### config.mk
export PLATFORM = sky130hd
export DESIGN_NAME = usb_device_line_driver
export DESIGN_NICKNAME = d
export VERILOG_FILES = /design/src/rtl/usb_device_line_driver.sv
export SDC_FILE = /design/constraint.sdc
export NUM_CORES = 1
export LEC_CHECK = 0
export ABC_AREA = 1
export BUFFER_PORTS_ARGS = -buffer_cell sky130_fd_sc_hd__clkbuf_2
export CAP_MARGIN = 5
export CORE_AREA = 2 2 82 60
export CTS_CLUSTER_SIZE = 24
export DETAILED_ROUTE_END_ITERATION = 10
export DIE_AREA = 0 0 84 62
export PLACE_DENSITY = 0.57
export SLEW_MARGIN = 30
export SYNTH_ARGS = -nofsm -noshare
export SYNTH_HDL_FRONTEND = slang
export SYNTH_SLANG_ARGS = --single-unit
### constraint.sdc
create_clock -name clock -period 4.05 [get_ports clock]
set_clock_uncertainty 0.15 [all_clocks]
set_input_delay 0.6075 -clock clock [delete_from_list [all_inputs] [get_ports clock]]
set_output_delay 0.6075 -clock clock [all_outputs]
set_load 0.01 [all_outputs]
### src/rtl/usb_device_line_driver.sv
// Device-side USB line-state transmitter: drives J on attach, then K for
// remote-wakeup resume or SE0/SE0/J for end-of-packet, on request from link control.
module usb_device_line_driver #(
    parameter int ATTACH_CYCLES   = 16,
    parameter int RESUME_CYCLES   = 32,
    parameter int FS_CLKS_PER_BIT = 4,
    parameter int LS_CLKS_PER_BIT = 32,
    parameter int CNT_W           = 16
) (
    input  logic       clock,
    input  logic       reset,
    input  logic       attach,
    input  logic       speed_low,
    input  logic       resume_req,
    input  logic       eop_req,
    output logic [1:0] usb_signals,
    output logic       usb_oe,
    output logic       connected,
    output logic       busy,
    output logic       done
);

    typedef enum logic [2:0] {
        ST_DETACHED = 3'd0,
        ST_ATTACH   = 3'd1,
        ST_IDLE     = 3'd2,
        ST_RESUME   = 3'd3,
        ST_EOP_SE0  = 3'd4,
        ST_EOP_J    = 3'd5
    } state_t;

    localparam logic [1:0] LINE_SE0 = 2'b00;

    // Counter loads are "cycles - 1" so that the zero check ends each phase exactly on time.
    localparam logic [CNT_W-1:0] ATT_LOAD    = CNT_W'(ATTACH_CYCLES - 1);
    localparam logic [CNT_W-1:0] RES_LOAD    = CNT_W'(RESUME_CYCLES - 1);
    localparam logic [CNT_W-1:0] FS_SE0_LOAD = CNT_W'(2 * FS_CLKS_PER_BIT - 1);
    localparam logic [CNT_W-1:0] LS_SE0_LOAD = CNT_W'(2 * LS_CLKS_PER_BIT - 1);
    localparam logic [CNT_W-1:0] FS_J_LOAD   = CNT_W'(FS_CLKS_PER_BIT - 1);
    localparam logic [CNT_W-1:0] LS_J_LOAD   = CNT_W'(LS_CLKS_PER_BIT - 1);

    function automatic logic [1:0] j_code(input logic spd_low);
        return spd_low ? 2'b01 : 2'b10;
    endfunction

    function automatic logic [1:0] k_code(input logic spd_low);
        return spd_low ? 2'b10 : 2'b01;
    endfunction

    state_t             r_state;
    logic [CNT_W-1:0]   r_cnt;
    logic               r_spd;
    logic [1:0]         r_sig;
    logic               r_oe;
    logic               r_conn;
    logic               r_busy;
    logic               r_done;

    logic               w_cnt_zero;
    logic [CNT_W-1:0]   w_se0_load;
    logic [CNT_W-1:0]   w_j_load;
    logic [CNT_W-1:0]   w_cnt_dec;

    assign w_cnt_zero = (r_cnt == {CNT_W{1'b0}});
    assign w_se0_load = r_spd ? LS_SE0_LOAD : FS_SE0_LOAD;
    assign w_j_load   = r_spd ? LS_J_LOAD : FS_J_LOAD;
    // Saturating decrement: the counter stops at zero rather than wrapping.
    assign w_cnt_dec  = w_cnt_zero ? r_cnt : (r_cnt - {{(CNT_W-1){1'b0}}, 1'b1});

    // Line-state FSM with all outputs registered alongside the state.
    always_ff @(posedge clock) begin
        if (reset || !attach) begin
            r_state <= ST_DETACHED;
            r_cnt   <= {CNT_W{1'b0}};
            r_spd   <= reset ? 1'b0 : r_spd;
            r_sig   <= LINE_SE0;
            r_oe    <= 1'b0;
            r_conn  <= 1'b0;
            r_busy  <= 1'b0;
            r_done  <= 1'b0;
        end else begin
            r_done <= 1'b0;
            case (r_state)
                ST_DETACHED: begin
                    r_state <= ST_ATTACH;
                    r_spd   <= speed_low;
                    r_cnt   <= ATT_LOAD;
                    r_sig   <= j_code(speed_low);
                    r_oe    <= 1'b1;
                    r_conn  <= 1'b0;
                    r_busy  <= 1'b1;
                end
                ST_ATTACH: begin
                    if (w_cnt_zero) begin
                        r_state <= ST_IDLE;
                        r_conn  <= 1'b1;
                        r_busy  <= 1'b0;
                    end else begin
                        r_cnt <= w_cnt_dec;
                    end
                end
                ST_IDLE: begin
                    // Resume has priority; a simultaneous EOP request is dropped.
                    if (resume_req) begin
                        r_state <= ST_RESUME;
                        r_cnt   <= RES_LOAD;
                        r_sig   <= k_code(r_spd);
                        r_busy  <= 1'b1;
                    end else if (eop_req) begin
                        r_state <= ST_EOP_SE0;
                        r_cnt   <= w_se0_load;
                        r_sig   <= LINE_SE0;
                        r_busy  <= 1'b1;
                    end else begin
                        r_sig  <= j_code(r_spd);
                        r_busy <= 1'b0;
                    end
                end
                ST_RESUME: begin
                    if (w_cnt_zero) begin
                        r_state <= ST_IDLE;
                        r_sig   <= j_code(r_spd);
                        r_busy  <= 1'b0;
                        r_done  <= 1'b1;
                    end else begin
                        r_cnt <= w_cnt_dec;
                    end
                end
                ST_EOP_SE0: begin
                    if (w_cnt_zero) begin
                        r_state <= ST_EOP_J;
                        r_cnt   <= w_j_load;
                        r_sig   <= j_code(r_spd);
                    end else begin
                        r_cnt <= w_cnt_dec;
                    end
                end
                ST_EOP_J: begin
                    if (w_cnt_zero) begin
                        r_state <= ST_IDLE;
                        r_busy  <= 1'b0;
                        r_done  <= 1'b1;
                    end else begin
                        r_cnt <= w_cnt_dec;
                    end
                end
                default: begin
                    r_state <= ST_DETACHED;
                    r_cnt   <= {CNT_W{1'b0}};
                    r_sig   <= LINE_SE0;
                    r_oe    <= 1'b0;
                    r_conn  <= 1'b0;
                    r_busy  <= 1'b0;
                end
            endcase
        end
    end

    assign usb_signals = r_sig;
    assign usb_oe      = r_oe;
    assign connected   = r_conn;
    assign busy        = r_busy;
    assign done        = r_done;

endmodule

==> flow_summary.toml <==
[sta]
period_minus_slack_ns = 2.011
rsz0062_at_grt = "no"
slew_violations = 0
finalHoldViolations = 0
fin_setup_tns_ns = 0
hold-worst-slack_ns = 0.3192
fin_crit_sh_pct = 49.65
setup_violations = 0
slew_headroom_pct = 56.95
fmax_mhz = 497.4
tightest_slew_ns = 0.6458
setup_ws_ns = 2.039

[clocking]
h-tree-depth = 1
clkSinkCount = 26
cts_hold_buffers = 0
numCtsBuffers = 3
clk-insertion-delay-late_ns = 0.28
cts_tree = "built"
clkTransAtPathRegs_ns = 0.09
cts_buffer_depth = 2
cts_setup_buffers = 0
clockRootBuffer = "clkbuf_8"
post_cts_resized = 0

[routing]
ant_nets = 0
vias_per_cell = 4.789
post_drt_wl_per_cell_um = 11.79
routed-via-count = 1633
drc = 0
wl_um = 4022
drt_pass1_iterations = 4
drtIter0Drc = 148

[status]
outcome = "finished clean"

[synth]
yosysWarnings = 0
syn-cell-area_sq_um = 1720
syn_nets = 281
async_flop_share_pct = 0
synth_edf_count = 1
postSynthAreaPerCell_sq_um = 6.302
synth.area.top_cells = "dfxtp_1 (29%), nand2_1 (18%), nor2_1 (8.7%)"
synthDistinctLibCells = 29
synth_cells = 273
seq_area_frac_synth_pct = 30.84
netlist.area_leader.share_pct = 29.09
yosysTopAreaCell = "dfxtp_1"
ys_ff_latch = 26
synth_flop_cell = "dfxtp_1"

[power_and_ir_drop]
power.density_nw_per_um2 = 355.3
power.leakage_nw = 0.9351
peakVddDrop_mv = 0.1369

[placement]
gp_congestion = 0.8650
io_buffers = 11
dp_slack_ns = 1.801
dp_hpwl_um = 3237
dp.cells = 337

[cells_and_area]
area_growth_pct = 7.709
most-common-layout-cells = "nand2_1 (81), nor2_1 (40), inv_1 (30), nand3_1 (28), dfxtp_1 (25)"
layout_commonest_cell = "nand2_1"
n_antenna_cell = 0
fin_nets = 293
drive_gt1_share_pct = 13.73
stdcell_count = 341
post-route-util_pct = 40.77

[global_route]
grt_pass1_wl_um = 6989
antenna_found_initial = 0
grtUsageTotal_pct = 17.13
gr-total-overflow = 0
grt_pass1_vias = 1430
grt_max_degree = 16

[setup_path]
crit_fanout = 15
arrival_ns = 2.09
crit_required_ns = 4.13
cp-start-kind = "register"
cp-end-kind = "register"
criticalPathCategory = "reg2reg"
reg2regPathDepth = 7

[hold_path]
hold_depth = 2
hold_path_class = "reg2reg"

[floorplan]
core_area_sq_um = 4546
fp.dieH_um = 62
dieArea_sq_um = 5208
row_count = 21
ios = 12
initial_utilization_pct = 37.85
die_x_um = 84

[job]
max_cap_viol_count = 0
-- worst max-delay path, cell delays in order (launching register included) --
cell and delay [ns]:
dfxtp_1 0.49, nor2_2 0.10, nand2_2 0.11, or2_1 0.53
nand2_8 0.13, nor2_2 0.25, nand4_1 0.12, nand2_1 0.07
-- stage by stage --
step	instance area, sq um	total power [W]
after floorplan	1720	0.0004624
after global placement	1808	0.0005092
after detailed placement	1808	0.0005069
after CTS	1853	0.0006650
after global routing	1853	0.0007112
final	1853	0.0006584
-- layer usage --
metal / track usage (%) / share of wire [%] / up-vias
met1: 27.04 / 56 / 687
met2: 23.66 / 36 / 49
met5: 0 / 0 / -
met3: 3.567 / 7.3 / 4
li1: - / - / 893
met4: 3.456 / 0.70 / 0
-- registers in the layout (all words and copies together) (netlist names) --
signal	cells
usb_signals	2
r_cnt	16
done	1
usb_oe	1
connected	1
busy	1
r_state	3
r_spd	1
-- cell type report --
type                            count  area, sq um
Fill cell                         493         2693
Multi-Input combinational cell    211         1028
Sequential cell                    26        530.5
Inverter                           32        122.6
Tap cell                           57        71.32
Timing Repair Buffer               11        55.05
Clock buffer                        4        45.04
-- final timing paths --
path                           start                endpoint  slack (ns)
max          r_state[0]$_SDFFE_PP0P_  r_cnt[14]$_SDFFE_PP0P_        2.04
min                busy$_SDFFE_PP0P_       busy$_SDFFE_PP0P_        0.32
max reg2reg  r_state[0]$_SDFFE_PP0P_  r_cnt[14]$_SDFFE_PP0P_        2.04
min reg2reg        busy$_SDFFE_PP0P_       busy$_SDFFE_PP0P_        0.32
-- cell families (layout without fill, tap and decap cells) --
logic type      Yosys count  in the layout  synth area share, %
xor+xnor                  2              2                1.018
compound gates           23             23                7.637
fa+ha+maj                 2              2                1.454
flops                    26             26                30.84
buf+inv                  36             47                9.382
simple gates            184            184                49.67
-- where the power goes --
part	internal, W	switching [W]
registers	0.000271	0.0000157
clock network	0.0000707	0.0000859
logic	0.0000726	0.000142
total	0.000415	0.000244
-- cells in the mapped netlist, types with 2 or more instances --
| cell | instances |
|---|---|
| nand2_2 | 4 |
| or2_1 | 2 |
| dfxtp_1 | 25 |
| nor2_2 | 12 |
| a21oi_1 | 9 |
| buf_6 | 3 |
| o21bai_1 | 3 |
| ha_1 | 2 |
| nand2_4 | 2 |
| nand4_1 | 9 |
| nand3_1 | 28 |
| o21ai_0 | 8 |
| inv_1 | 30 |
| nand2_1 | 81 |
| nor2_4 | 2 |
| nor2_1 | 40 |
Power figures use the tool's default switching activity.
